<file path="src/rtl/sprite_compositor.sv">
// rtl/sprite_compositor.sv - two-stage sprite priority/palette compositor with per-frame collision flags
// Optional macro SPRITE_COMP_PAL_WRITE_EN: writable palette registers (else constant reset table).
module sprite_compositor #(
  parameter int               NSPR      = 2,
  parameter int               SPR_DATAW = 2,
  parameter int               COLRW     = 12,
  parameter logic [COLRW-1:0] BG_COLR   = 12'h4AF,
  parameter logic [COLRW-1:0] PAL_RST_1 = 12'hFF0,
  parameter logic [COLRW-1:0] PAL_RST_2 = 12'hF80,
  parameter logic [COLRW-1:0] PAL_RST_3 = 12'h000
) (
  input  logic                            clk,
  input  logic                            rst,
  input  logic                            bright,
  input  logic                            frame,
  input  logic [NSPR*SPR_DATAW-1:0]       pix,
  input  logic [NSPR-1:0]                 drawing,
  input  logic                            pal_we,
  input  logic [$clog2(NSPR)+SPR_DATAW-1:0] pal_addr,
  input  logic [COLRW-1:0]                pal_wdata,
  output logic [COLRW-1:0]                rgb,
  output logic                            bright_o,
  output logic [NSPR-1:0]                 collide,
  output logic                            collide_valid
);

  localparam int IDW  = $clog2(NSPR);
  localparam int NENT = 2 ** SPR_DATAW;
  localparam int NPAL = NSPR * NENT;

  function automatic logic [COLRW-1:0] pal_rst_val(input int unsigned ent);
    case (ent)
      1:       return PAL_RST_1;
      2:       return PAL_RST_2;
      3:       return PAL_RST_3;
      default: return '0;
    endcase
  endfunction

  logic [NSPR-1:0]      opaque;
  logic [IDW-1:0]       win_id_d, win_id_q;
  logic [SPR_DATAW-1:0] win_pix_d, win_pix_q;
  logic                 any_opaque_d, any_opaque_q;
  logic                 bright_s1_d, bright_s1_q;
  logic [COLRW-1:0]     rgb_d, rgb_q;
  logic                 bright_o_d, bright_o_q;
  logic [NSPR-1:0]      acc_d, acc_q;
  logic [NSPR-1:0]      collide_d, collide_q;
  logic                 collide_valid_d, collide_valid_q;
  logic                 multi_opaque;
  logic [COLRW-1:0]     pal [NPAL];

  // Scan from the highest index down so the lowest-index opaque sprite wins.
  always_comb begin
    opaque    = '0;
    win_id_d  = '0;
    win_pix_d = '0;
    for (int i = NSPR - 1; i >= 0; i--) begin
      opaque[i] = drawing[i] && (pix[i*SPR_DATAW +: SPR_DATAW] != '0);
      if (opaque[i]) begin
        win_id_d  = IDW'(i);
        win_pix_d = pix[i*SPR_DATAW +: SPR_DATAW];
      end
    end
    any_opaque_d = |opaque;
    bright_s1_d  = bright;
  end

`ifdef SPRITE_COMP_PAL_WRITE_EN
  logic [COLRW-1:0] pal_q [NPAL];
  logic [COLRW-1:0] pal_d [NPAL];

  always_comb begin
    pal_d = pal_q;
    if (pal_we && (32'(pal_addr >> SPR_DATAW) < NSPR))
      pal_d[pal_addr] = pal_wdata;
  end

  always_ff @(posedge clk) begin
    if (rst) begin
      for (int e = 0; e < NPAL; e++)
        pal_q[e] <= pal_rst_val(e % NENT);
    end else begin
      pal_q <= pal_d;
    end
  end

  assign pal = pal_q;
`else
  logic unused_pal;

  always_comb begin
    for (int e = 0; e < NPAL; e++)
      pal[e] = pal_rst_val(e % NENT);
  end

  assign unused_pal = ^{pal_we, pal_addr, pal_wdata};
`endif

  // Lookup reads the current palette, so a same-cycle write is seen one pixel later.
  always_comb begin
    rgb_d      = !bright_s1_q ? '0 : any_opaque_q ? pal[{win_id_q, win_pix_q}] : BG_COLR;
    bright_o_d = bright_s1_q;
  end

  always_comb begin
    multi_opaque    = |(opaque & (opaque - NSPR'(1)));
    acc_d           = acc_q;
    collide_d       = collide_q;
    collide_valid_d = frame;
    if (frame) begin
      collide_d = acc_q;
      acc_d     = '0;
    end else if (bright && multi_opaque) begin
      acc_d = acc_q | opaque;
    end
  end

  always_ff @(posedge clk) begin
    if (rst) begin
      win_id_q        <= '0;
      win_pix_q       <= '0;
      any_opaque_q    <= 1'b0;
      bright_s1_q     <= 1'b0;
      rgb_q           <= '0;
      bright_o_q      <= 1'b0;
      acc_q           <= '0;
      collide_q       <= '0;
      collide_valid_q <= 1'b0;
    end else begin
      win_id_q        <= win_id_d;
      win_pix_q       <= win_pix_d;
      any_opaque_q    <= any_opaque_d;
      bright_s1_q     <= bright_s1_d;
      rgb_q           <= rgb_d;
      bright_o_q      <= bright_o_d;
      acc_q           <= acc_d;
      collide_q       <= collide_d;
      collide_valid_q <= collide_valid_d;
    end
  end

  assign rgb           = rgb_q;
  assign bright_o      = bright_o_q;
  assign collide       = collide_q;
  assign collide_valid = collide_valid_q;

endmodule
</file>
<file path="config.mk">
export PLATFORM = sky130hd
export DESIGN_NAME = sprite_compositor
export DESIGN_NICKNAME = d
export VERILOG_FILES = /design/src/rtl/sprite_compositor.sv
export SDC_FILE = /design/constraint.sdc
export NUM_CORES = 1
export LEC_CHECK = 0
export CAP_MARGIN = 20
export CELL_PAD_IN_SITES_DETAIL_PLACEMENT = 1
export CELL_PAD_IN_SITES_GLOBAL_PLACEMENT = 1
export CORE_MARGIN = 2
export CORE_UTILIZATION = 23
export CTS_BUF_LIST = sky130_fd_sc_hd__clkbuf_2 sky130_fd_sc_hd__clkbuf_4 sky130_fd_sc_hd__clkbuf_8
export CTS_CLUSTER_DIAMETER = 60
export CTS_CLUSTER_SIZE = 40
export DETAILED_ROUTE_END_ITERATION = 12
export PLACE_DENSITY_LB_ADDON = 0.1
export SETUP_SLACK_MARGIN = 0.02
export SKIP_LAST_GASP = 1
export SYNTH_ARGS = -nofsm -noshare
export SYNTH_HDL_FRONTEND = slang
export SYNTH_SLANG_ARGS = --single-unit
</file>
<file path="constraint.sdc">
create_clock -name clk -period 1.1 [get_ports clk]
set_input_delay 0.11 -clock clk [delete_from_list [all_inputs] [get_ports clk]]
set_output_delay 0.11 -clock clk [all_outputs]
set_load 0.01 [all_outputs]
</file>
==> results.tsv, run 1 <==
stage	metric	value	unit
global_route	antenna_found_initial	0	
cts	hold_buffers	0	
sta	timing.fmax	992	MHz
critical_path	rrSetupSlack	0.24	ns
logic_synthesis	netlist_instances	54	
flow_run	cap_violations	0	
critical_path	arrival	0.90	ns
global_route	track_usage	7.83	%
final_layout	insertedDiodeCount	0	
route	vias	403	
pwr	power	1.00	mW
sta	relSlewSlack	86.4	%
pwr	power_density	1270	nW/um^2
critical_path	crit_path_max_fanout	3	
cts	clk_path_buf_depth	2	
final_layout	drive_above_1_share	14.5	%
logic_synthesis	yosys_warnings	0	
cts	numCtsBuffers	3	
critical_path	path_class	flop to primary output	
pwr	vdd_drop_max	526	uV
sta	final_max_slew_viol_count	0	
critical_path	start_kind	flop	
logic_synthesis	synth_area	547	um^2
final_layout	seqCellArea	302	um^2
die	dieArea	2780	um^2
critical_path	critPathSlowestCell	dfxtp_1	
place	place_congestion	0.681	
global_route	grt_pass1_vias	385	
critical_path	cp_slowest_stage_delay	0.35	ns
global_route	grt_pass1_wl	1550	um
sta	whs	0.391	ns
route	wirelength	918	um
die	core-area	2230	um^2
cts	clock-root-buffer	clkbuf_4	
place	postPlaceCellArea	776	um^2
route	drt_iter0_drc	5	
cts	clk_pin_slew	0.09	ns
die	die_y	52.8	um
critical_path	critPathCaptureType	primary output	
final_layout	final_area	787	um^2
critical_path	crit_buf_inv	1	
sta	clock-skew-final	0.00137	ns
sta	fin_crit	1.01	ns
final_layout	filler_cell_count	264	
sta	grt_setup_unrepaired	false	
critical_path	cpLargestDelayFamily	flip-flops	
final_layout	utilization	35.2	%
final_layout	final_cell_mix	dfxtp_1, dlygate4sd2_1, clkdlybuf4s50_1	
route	post-route-drc-count	0	
die	rows	17	
critical_path	crit_path_cell_trace	dlygate4sd2_1	
final_layout	syn2layout_area_growth	43.9	%
logic_synthesis	ys_ff_latch	15	
worst_hold_path	hold_class	input pin to flop	
pwr	power.leakage	0.379	nW
global_route	overflow	0	
run_status	status	completed	
die	start_util	24.5	%
route	antenna_left	0	
cts	htree_num_levels	1	
final_layout	multi_input_area	166	um^2
die	fp.dieW	52.8	um
route	wl_per_cell	8.83	um
route	dr.pass1.iters	2	
logic_synthesis	yosysSeqAreaShare	54.9	%
route	vias_per_cell	3.88	
final_layout	layout.nets	104	
critical_path	crit_required	0.99	ns
sta	period_share	91.7	%
die	io_pins	42	
sta	worstMarginPinSlew	0.202	ns
cts	clk_latency	0.28	ns
sta	finalSetupViolations	0	
cts	post_cts_buffers	0	
logic_synthesis	avgSynthCellArea	10.1	um^2
logic_synthesis	synth_nets	81	
logic_synthesis	ys_types	19	
sta	finalHoldViolCount	0	
cts	cts_tree	built	
cts	cts.sinks	15	
global_route	grt_max_degree	10	
place	dp_hpwl	749	um
place	numPortBuffers	25	
stage by stage:
step | setup slack (ns) | std cells | TNS (ns)
2_1_floorplan | 0.322 | 54 | 0
3_3_place_gp | -0.0413 | 100 | -0.0902
3_5_place_dp | -0.0429 | 100 | -0.0916
4_1_cts | 0.0537 | 104 | 0
5_1_grt | 0.0257 | 104 | 0
6_report | 0.0916 | 104 | 0
tightest hold or removal path, delay by kind of cell:
kind	cells	cell delay (ns)
AND/OR/NAND/NOR	1	0.04
buffers and inverters	2	0.48
synth_stat cells, drive strengths merged:
library cell  number  share of area, %
o21a               2               2.7
nand3              2               1.8
nand2b             1               2.5
ha                 1               2.3
dfxtp             15                55
o21ai              2               2.5
nor2               7               4.8
nor3               1               1.8
nor2b              1               1.1
buf                8                12
nand2              3               2.5
a21oi              5               4.6
clkinv             2               1.6
inv                2               1.4
mux2i              2               3.7
power breakdown:
| part | switching [mW] | internal, mW | leakage, nW | total [mW] |
|---|---|---|---|---|
| sequential | 0.00902 | 0.562 | 0.123 | 0.571 |
| combinational | 0.0490 | 0.0641 | 0.238 | 0.113 |
| clock | 0.181 | 0.135 | 0.0177 | 0.316 |
| total | 0.239 | 0.761 | 0.379 | 1.00 |
area by class of cell:
class	count	share of cell area, %
multi-input combinational	27	21.1
inverter	4	2.07
clock buffer	3	2.86
tap	28	4.45
sequential	15	38.3
timing repair buffer	26	30.5
clock inverter	1	0.636
layer usage:
| layer | global-route usage (%) | vias to the layer above | part of all wire, % |
|---|---|---|---|
| li1 | - | 210 | - |
| met1 | 9.33 | 176 | 49 |
| met2 | 11.9 | 15 | 42 |
| met3 | 2.57 | 2 | 7.0 |
| met4 | 5.13 | 0 | 1.2 |
| met5 | 0 | - | 0 |
flip-flops by register name (all words and copies together), names as in the netlist:
name,flops
bright_o,1
win_pix_q,2
collide,2
acc_q,2
rgb,5
collide_valid,1
bright_o_d,1
any_opaque_q,1
repair_timing:
| item | in CTS | in global routing |
|---|---|---|
| pin swaps | 0 | 0 |
| endpoints found under the setup margin | 16 | 4 |
| gates resized for setup | 16 | 3 |
logic make-up (layout without fill, tap and decap cells):
group,count (synthesis),after routing,share of synthesized area (%)
multiplexers,2,2,3.66
AO/OA/AOI/OAI,9,9,9.84
AND/OR/NAND/NOR,15,15,14.6
flip-flops,15,15,54.9
buffers and inverters,12,34,14.6
adder cells (fa/ha/maj),1,1,2.29
worst paths after layout:
kind | from | end | cells past startpoint
setup / recovery | rgb[9] | rgb[11] | 1
hold reg to reg | acc_q[1] | acc_q[1] | 1
setup reg to reg | win_pix_q[1] | rgb[7] | 3
hold / removal | bright | bright_o_d | 3
(Power assumes the default switching activity.)
==> run 2, diff against run 1 <==
CORE_UTILIZATION = 25   (was 23)
clock period = 1.3 ns   (was 1.1 ns; I/O delays follow)
==> run 2 against run 1 <==
Wire length rose by 3.9%. Combinational power fell by 11%. Final cell count did not move. Sequential cell count did not move. Sequential share of layout area fell by 1.7 points. Global-route usage rose by 1.3 points. Design area rose by 4.1%. Critical path depth did not move. Critical endpoint is now bright_o. Largest power group unchanged.
==> results.tsv, run 2 (synthesis gave the netlist of run 1 again) <==
stage	metric	value	unit	change
run_status	status	completed		
sta	setup-tns-final	0	ns	unchanged
route	post-route-drc-count	0		unchanged
worst_hold_path	whs_path_depth	3		unchanged
pwr	vdd_drop_max	342	uV	-35%
route	vias	418		+3.7%
global_route	grt_pass1_wl	1750	um	+12%
cts	clock-root-buffer	clkbuf_4		
global_route	antenna_found_initial	0		unchanged
cts	clk_pin_slew	0.09	ns	about the same
cts	cts.sinks	15		unchanged
place	numPortBuffers	25		unchanged
pwr	power_density	1050	nW/um^2	-17%
global_route	overflow	0		unchanged
critical_path	critPathCaptureType	primary output		
critical_path	rr_worst_depth	3		unchanged
pwr	power.leakage	0.477	nW	+26%
global_route	grt_max_degree	9		-1
cts	hold_buffers	0		unchanged
route	vias_per_cell	4.02		+3.7%
final_layout	mostFrequentLayoutCell	dfxtp_1		
final_layout	filler_cell_count	246		-6.8%
critical_path	start_kind	flop		
route	dr.pass1.iters	3		+1
worst_hold_path	hp-start	bright		
global_route	use_met2	14.3	%	+2.4 points
sta	timing.fmax	809	MHz	
critical_path	path_class	flop to primary output		
critical_path	critPathSlowestCell	clkdlybuf4s50_1		
sta	whs	0.420	ns	+0.0292 ns
pwr	pwr-share-seq	55.9	%	-1.2 points
place	dp_hpwl	737	um	-1.6%
critical_path	crit_path_cell_trace	clkdlybuf4s50_1		
cts	clk_path_buf_depth	2		unchanged
final_layout	syn2layout_area_growth	49.9	%	
die	dieArea	2580	um^2	-7.4%
critical_path	rrSetupSlack	0.46	ns	+0.22 ns
pwr	switching_share	22.0	%	-1.9 points
final_layout	fin_cells	104		unchanged
die	start_util	27.0	%	+2.6 points
cts	clk_latency	0.27	ns	about the same
final_layout	final_cell_mix	dfxtp_1, clkdlybuf4s50_1, dlygate4sd2_1		
sta	finalHoldViolCount	0		unchanged
cts	htree_num_levels	1		unchanged
critical_path	crit_buf_inv	1		unchanged
cts	numCtsBuffers	3		unchanged
sta	fin_crit	1.24	ns	
route	antenna_left	0		unchanged
sta	final_max_slew_viol_count	0		unchanged
global_route	met1_usage	10.9	%	+1.6 points
sta	period_share	95.1	%	
critical_path	cpLargestDelayFamily	buffers and inverters		
die	fp.dieW	50.8	um	-3.8%
critical_path	arrival	1.11	ns	+0.21 ns
sta	clock-skew-final	0.00265	ns	+0.00128 ns
cts	post_cts_buffers	0		unchanged
pwr	p_clk_share	32.4	%	+0.8 points
global_route	grt_pass1_vias	428		+11%
final_layout	multi_input_area	166	um^2	unchanged
worst_hold_path	holdPathEnd	bright_o_d		
final_layout	largest_reg_flops	5		unchanged
pwr	switchingPower	0.190	mW	-20%
place	place_inst	100		unchanged
final_layout	utilization	40.5	%	+5.3 points
sta	relSlewSlack	85.5	%	-0.99 points
final_layout	seqCellArea	300	um^2	-0.41%
die	core-area	2020	um^2	-9.5%
critical_path	r2r_end	rgb[7]		
final_layout	layout.nets	105		+0.96%
route	wl_per_cell	9.17	um	+3.9%
pwr	combPwrFrac	11.7	%	+0.4 points
global_route	grtUsageMet3	1.79	%	-0.79 points
final_layout	insertedDiodeCount	0		unchanged
global_route	busiest_layer	met2		
flow_run	cap_violations	0		unchanged
critical_path	crit_required	1.17	ns	+0.18 ns
pwr	intPower	0.674	mW	-11%
die	rows	16		-1
sta	worstMarginPinSlew	0.217	ns	+0.0147 ns
route	drt_iter0_drc	1		-4
critical_path	crit_path_max_fanout	1		-2
sta	grt_setup_unrepaired	false		
sta	finalSetupViolations	0		unchanged
final_layout	drive_above_1_share	14.3	%	-0.19 points
critical_path	r2r-start	win_pix_q[1]		
route	wirelength	954	um	+3.9%
cts	cts_tree	built		
place	place_congestion	0.734		+7.8%
worst_hold_path	hold_class	input pin to flop		
die	die_y	50.8	um	-3.8%
die	io_pins	42		unchanged
global_route	track_usage	9.09	%	+1.3 points
critical_path	cp_slowest_stage_delay	0.52	ns	+0.17 ns
==> run 2: cell types whose count changed in the layout (fill, tap and decap cells not counted), sizes merged <==
cell           before  now
dlymetal6s2s        0    7
dlygate4sd2        14    8
clkdlybuf4s15       2    0
buf                 1    2
clkbuf              3    4
clkdlybuf4s50       9   10
clkinv              3    2
==> run 2: tightest hold or removal path, stage by stage <==
cell and delay (ns):
clkdlybuf4s50_1 0.41, clkinv_1 0.07, nor2_1 0.04
==> run 2: metrics by stage <==
stage	setup slack, ns	power, mW	area (um^2)
global placement	0.143	0.601	782
global route	0.0246	0.911	820
floorplan	0.522	0.543	547
detailed placement	0.126	0.603	782
finish	0.0643	0.864	820
CTS	0.0200	0.874	802
==> run 2: area by class of cell <==
class | instances | share of cell area [%]
Sequential cell | 15 | 36.6
Timing Repair Buffer | 27 | 33.3
Multi-Input combinational cell | 27 | 20.3
Tap cell | 27 | 4.12
Clock buffer | 4 | 3.66
Inverter | 4 | 1.98
==> run 2: per-layer routing <==
| metal | up-vias | wire, um |
|---|---|---|
| li1 | 211 | - |
| met1 | 185 | 438 |
| met2 | 20 | 429 |
| met3 | 2 | 66 |
| met4 | 0 | 20 |
| met5 | - | 0 |
==> run 2: power groups by stage <==
stage	Sequential (mW)	Combinational [mW]	Clock [mW]
after floorplan	0.498	0.0455	0
after global placement	0.494	0.107	0
after detailed placement	0.495	0.108	0
after CTS	0.484	0.104	0.286
after global routing	0.486	0.113	0.313
final	0.483	0.101	0.280
==> run 2: what timing repair did <==
item | 4_1_cts | 5_1_grt
gates resized for setup | 8 | 7
endpoints found under the setup margin | 8 | 7
endpoints found under the hold margin | 0 | 0
==> run 2: how the worst max path moves through the flow <==
stage               cells after the start  slack, ns  endpoint          from
floorplan                               3       0.52    rgb[7]  win_pix_q[1]
global placement                        4       0.14  acc_q[0]        pix[1]
detailed placement                      4       0.13  acc_q[0]        pix[1]
CTS                                     1       0.02    rgb[4]        rgb[6]
global route                            1       0.02  bright_o      bright_o
finish                                  1       0.06  bright_o      bright_o
==> run 3, diff against run 2 <==
SKIP_CTS_REPAIR_TIMING = 1   (was unset)
==> run 3 against run 2 <==
Combinational power is essentially flat. Sequential cell count is the same. Wire length grew 5.0%. Fmax is essentially flat. Worst setup slack is essentially flat. Sequential power is essentially flat. Count of clock-buffer cells in the layout is the same. Critical path depth is the same. Die area is the same. Global-route usage shrank 0.062 points. Non-clock buffer count is the same. Via count grew 0.24%. Largest cell class is now non-clock buffers. Highest routed layer unchanged.
==> results.tsv, run 3 (synthesis gave the netlist of run 1 again) <==
stage	metric	value	unit	change
run_status	status	completed		
critical_path	arrival	1.11	ns	about the same
sta	worstMarginPinSlew	0.217	ns	unchanged
sta	relSlewSlack	85.5	%	unchanged
final_layout	drive_above_1_share	14.3	%	unchanged
final_layout	final_cell_mix	dfxtp_1, dlymetal6s2s_1, clkdlybuf4s50_1		
die	io_pins	42		unchanged
sta	clock-skew-final	0.00264	ns	-0.00000397 ns
die	die_y	50.8	um	unchanged
route	wl_met1	446	um	+1.8%
critical_path	start_kind	flop		
die	start_util	27.0	%	unchanged
pwr	power.leakage	0.583	nW	+22%
sta	finalSetupViolations	0		unchanged
critical_path	crit_path_max_fanout	1		unchanged
place	dp_hpwl	737	um	unchanged
cts	clk_path_buf_depth	2		unchanged
critical_path	critPathSlowestCell	clkdlybuf4s50_1		
critical_path	critPathCaptureType	primary output		
sta	finalHoldViolCount	0		unchanged
route	routed-wl-met3	79	um	+20%
global_route	track_usage	9.03	%	-0.062 points
global_route	overflow	0		unchanged
critical_path	crit_buf_inv	1		unchanged
route	wl_met2	455	um	+6.1%
route	routed.top_layer	met4		
die	rows	16		unchanged
route	vias_per_cell	4.03		+0.24%
worst_hold_path	hold_class	input pin to flop		
pwr	power_density	1020	nW/um^2	-3.2%
final_layout	fin_cells	104		unchanged
global_route	grt_max_degree	9		unchanged
cts	cts_tree	built		
route	antenna_left	0		unchanged
sta	fin_crit	1.24	ns	-0.0000793 ns
cts	cts.sinks	15		unchanged
place	place_inst	100		unchanged
critical_path	crit_path_cell_trace	clkdlybuf4s50_1		
route	wirelength	1000	um	+5.0%
cts	htree_num_levels	1		unchanged
die	dieArea	2580	um^2	unchanged
critical_path	cpLargestDelayFamily	buffers and inverters		
critical_path	path_depth	1		unchanged
critical_path	path_class	flop to primary output		
route	post-route-drc-count	0		unchanged
sta	timing.fmax	809	MHz	about the same
sta	period_share	95.0	%	about the same
final_layout	insertedDiodeCount	0		unchanged
route	vias	419		+0.24%
cts	clock-root-buffer	clkbuf_4		
final_layout	layout.nets	105		unchanged
place	numPortBuffers	25		unchanged
route	dr.pass1.iters	3		unchanged
cts	numCtsBuffers	3		unchanged
route	wl_per_cell	9.63	um	+5.0%
die	core-area	2020	um^2	unchanged
place	place_congestion	0.734		unchanged
final_layout	utilization	42.0	%	+1.5 points
global_route	antenna_found_initial	0		unchanged
die	fp.dieW	50.8	um	unchanged
flow_run	cap_violations	0		unchanged
critical_path	cp_slowest_stage_delay	0.52	ns	about the same
sta	final_max_slew_viol_count	0		unchanged
cts	clk_latency	0.27	ns	about the same
worst_hold_path	whs_path_depth	3		unchanged
final_layout	syn2layout_area_growth	55.4	%	
critical_path	rr_worst_depth	3		unchanged
final_layout	largest_reg_flops	5		unchanged
pwr	vdd_drop_max	342	uV	+0.21%
cts	clk_pin_slew	0.09	ns	about the same
global_route	grt_pass1_wl	1730	um	-0.80%
global_route	grt_pass1_vias	424		-0.93%
sta	grt_setup_unrepaired	false		
route	drt_iter0_drc	1		unchanged
critical_path	crit_required	1.17	ns	about the same
==> run 3: changes by cell type in the layout (fill, tap and decap cells not counted), sizes merged <==
cell,change
dlygate4sd2,-8
dlymetal6s2s,+8
==> run 3: metrics by stage <==
| step | TNS (ns) | total power, mW | area (um^2) | setup WS, ns | hold slack (ns) |
|---|---|---|---|---|---|
| floorplan | 0 | 0.543 | 547 | 0.522 | 0.258 |
| global placement | 0 | 0.601 | 782 | 0.143 | 0.456 |
| detailed placement | 0 | 0.603 | 782 | 0.126 | 0.461 |
| CTS | -0.115 | 0.879 | 812 | -0.0291 | 0.429 |
| global route | 0 | 0.914 | 850 | 0.0246 | 0.441 |
| finish | 0 | 0.867 | 850 | 0.0644 | 0.420 |
==> run 3: routing by layer <==
metal	track usage, %	up-vias
met5	0	-
met4	6.76	0
met3	1.79	2
met2	14.0	20
met1	10.9	186
li1	-	211
==> run 3: final timing paths <==
| path | from | endpoint | slack (ns) |
|---|---|---|---|
| worst max-delay path | bright_o | bright_o | 0.06 |
| worst min-delay path | bright | bright_o_d | 0.42 |
| worst max register to register | win_pix_q[1] | rgb[7] | 0.46 |
| worst min register to register | any_opaque_q | rgb[3] | 0.48 |
==> run 3: worst min-delay path, stage by stage <==
cell             delay [ns]
clkdlybuf4s50_1        0.41
clkinv_1               0.07
nor2_1                 0.04
==> run 3: power breakdown <==
| part | internal (mW) | switching [mW] |
|---|---|---|
| sequential | 0.476 | 0.00771 |
| combinational | 0.0616 | 0.0426 |
| clock | 0.140 | 0.140 |
| total | 0.677 | 0.191 |
==> run 3: cell type report <==
type | count | area (um^2)
fillers | 237 | 1170
repair buffers | 27 | 303
flip-flops and latches | 15 | 300
multi-input cells | 27 | 166
well taps | 27 | 33.8
clock buffers | 4 | 30.0
inverters | 4 | 16.3
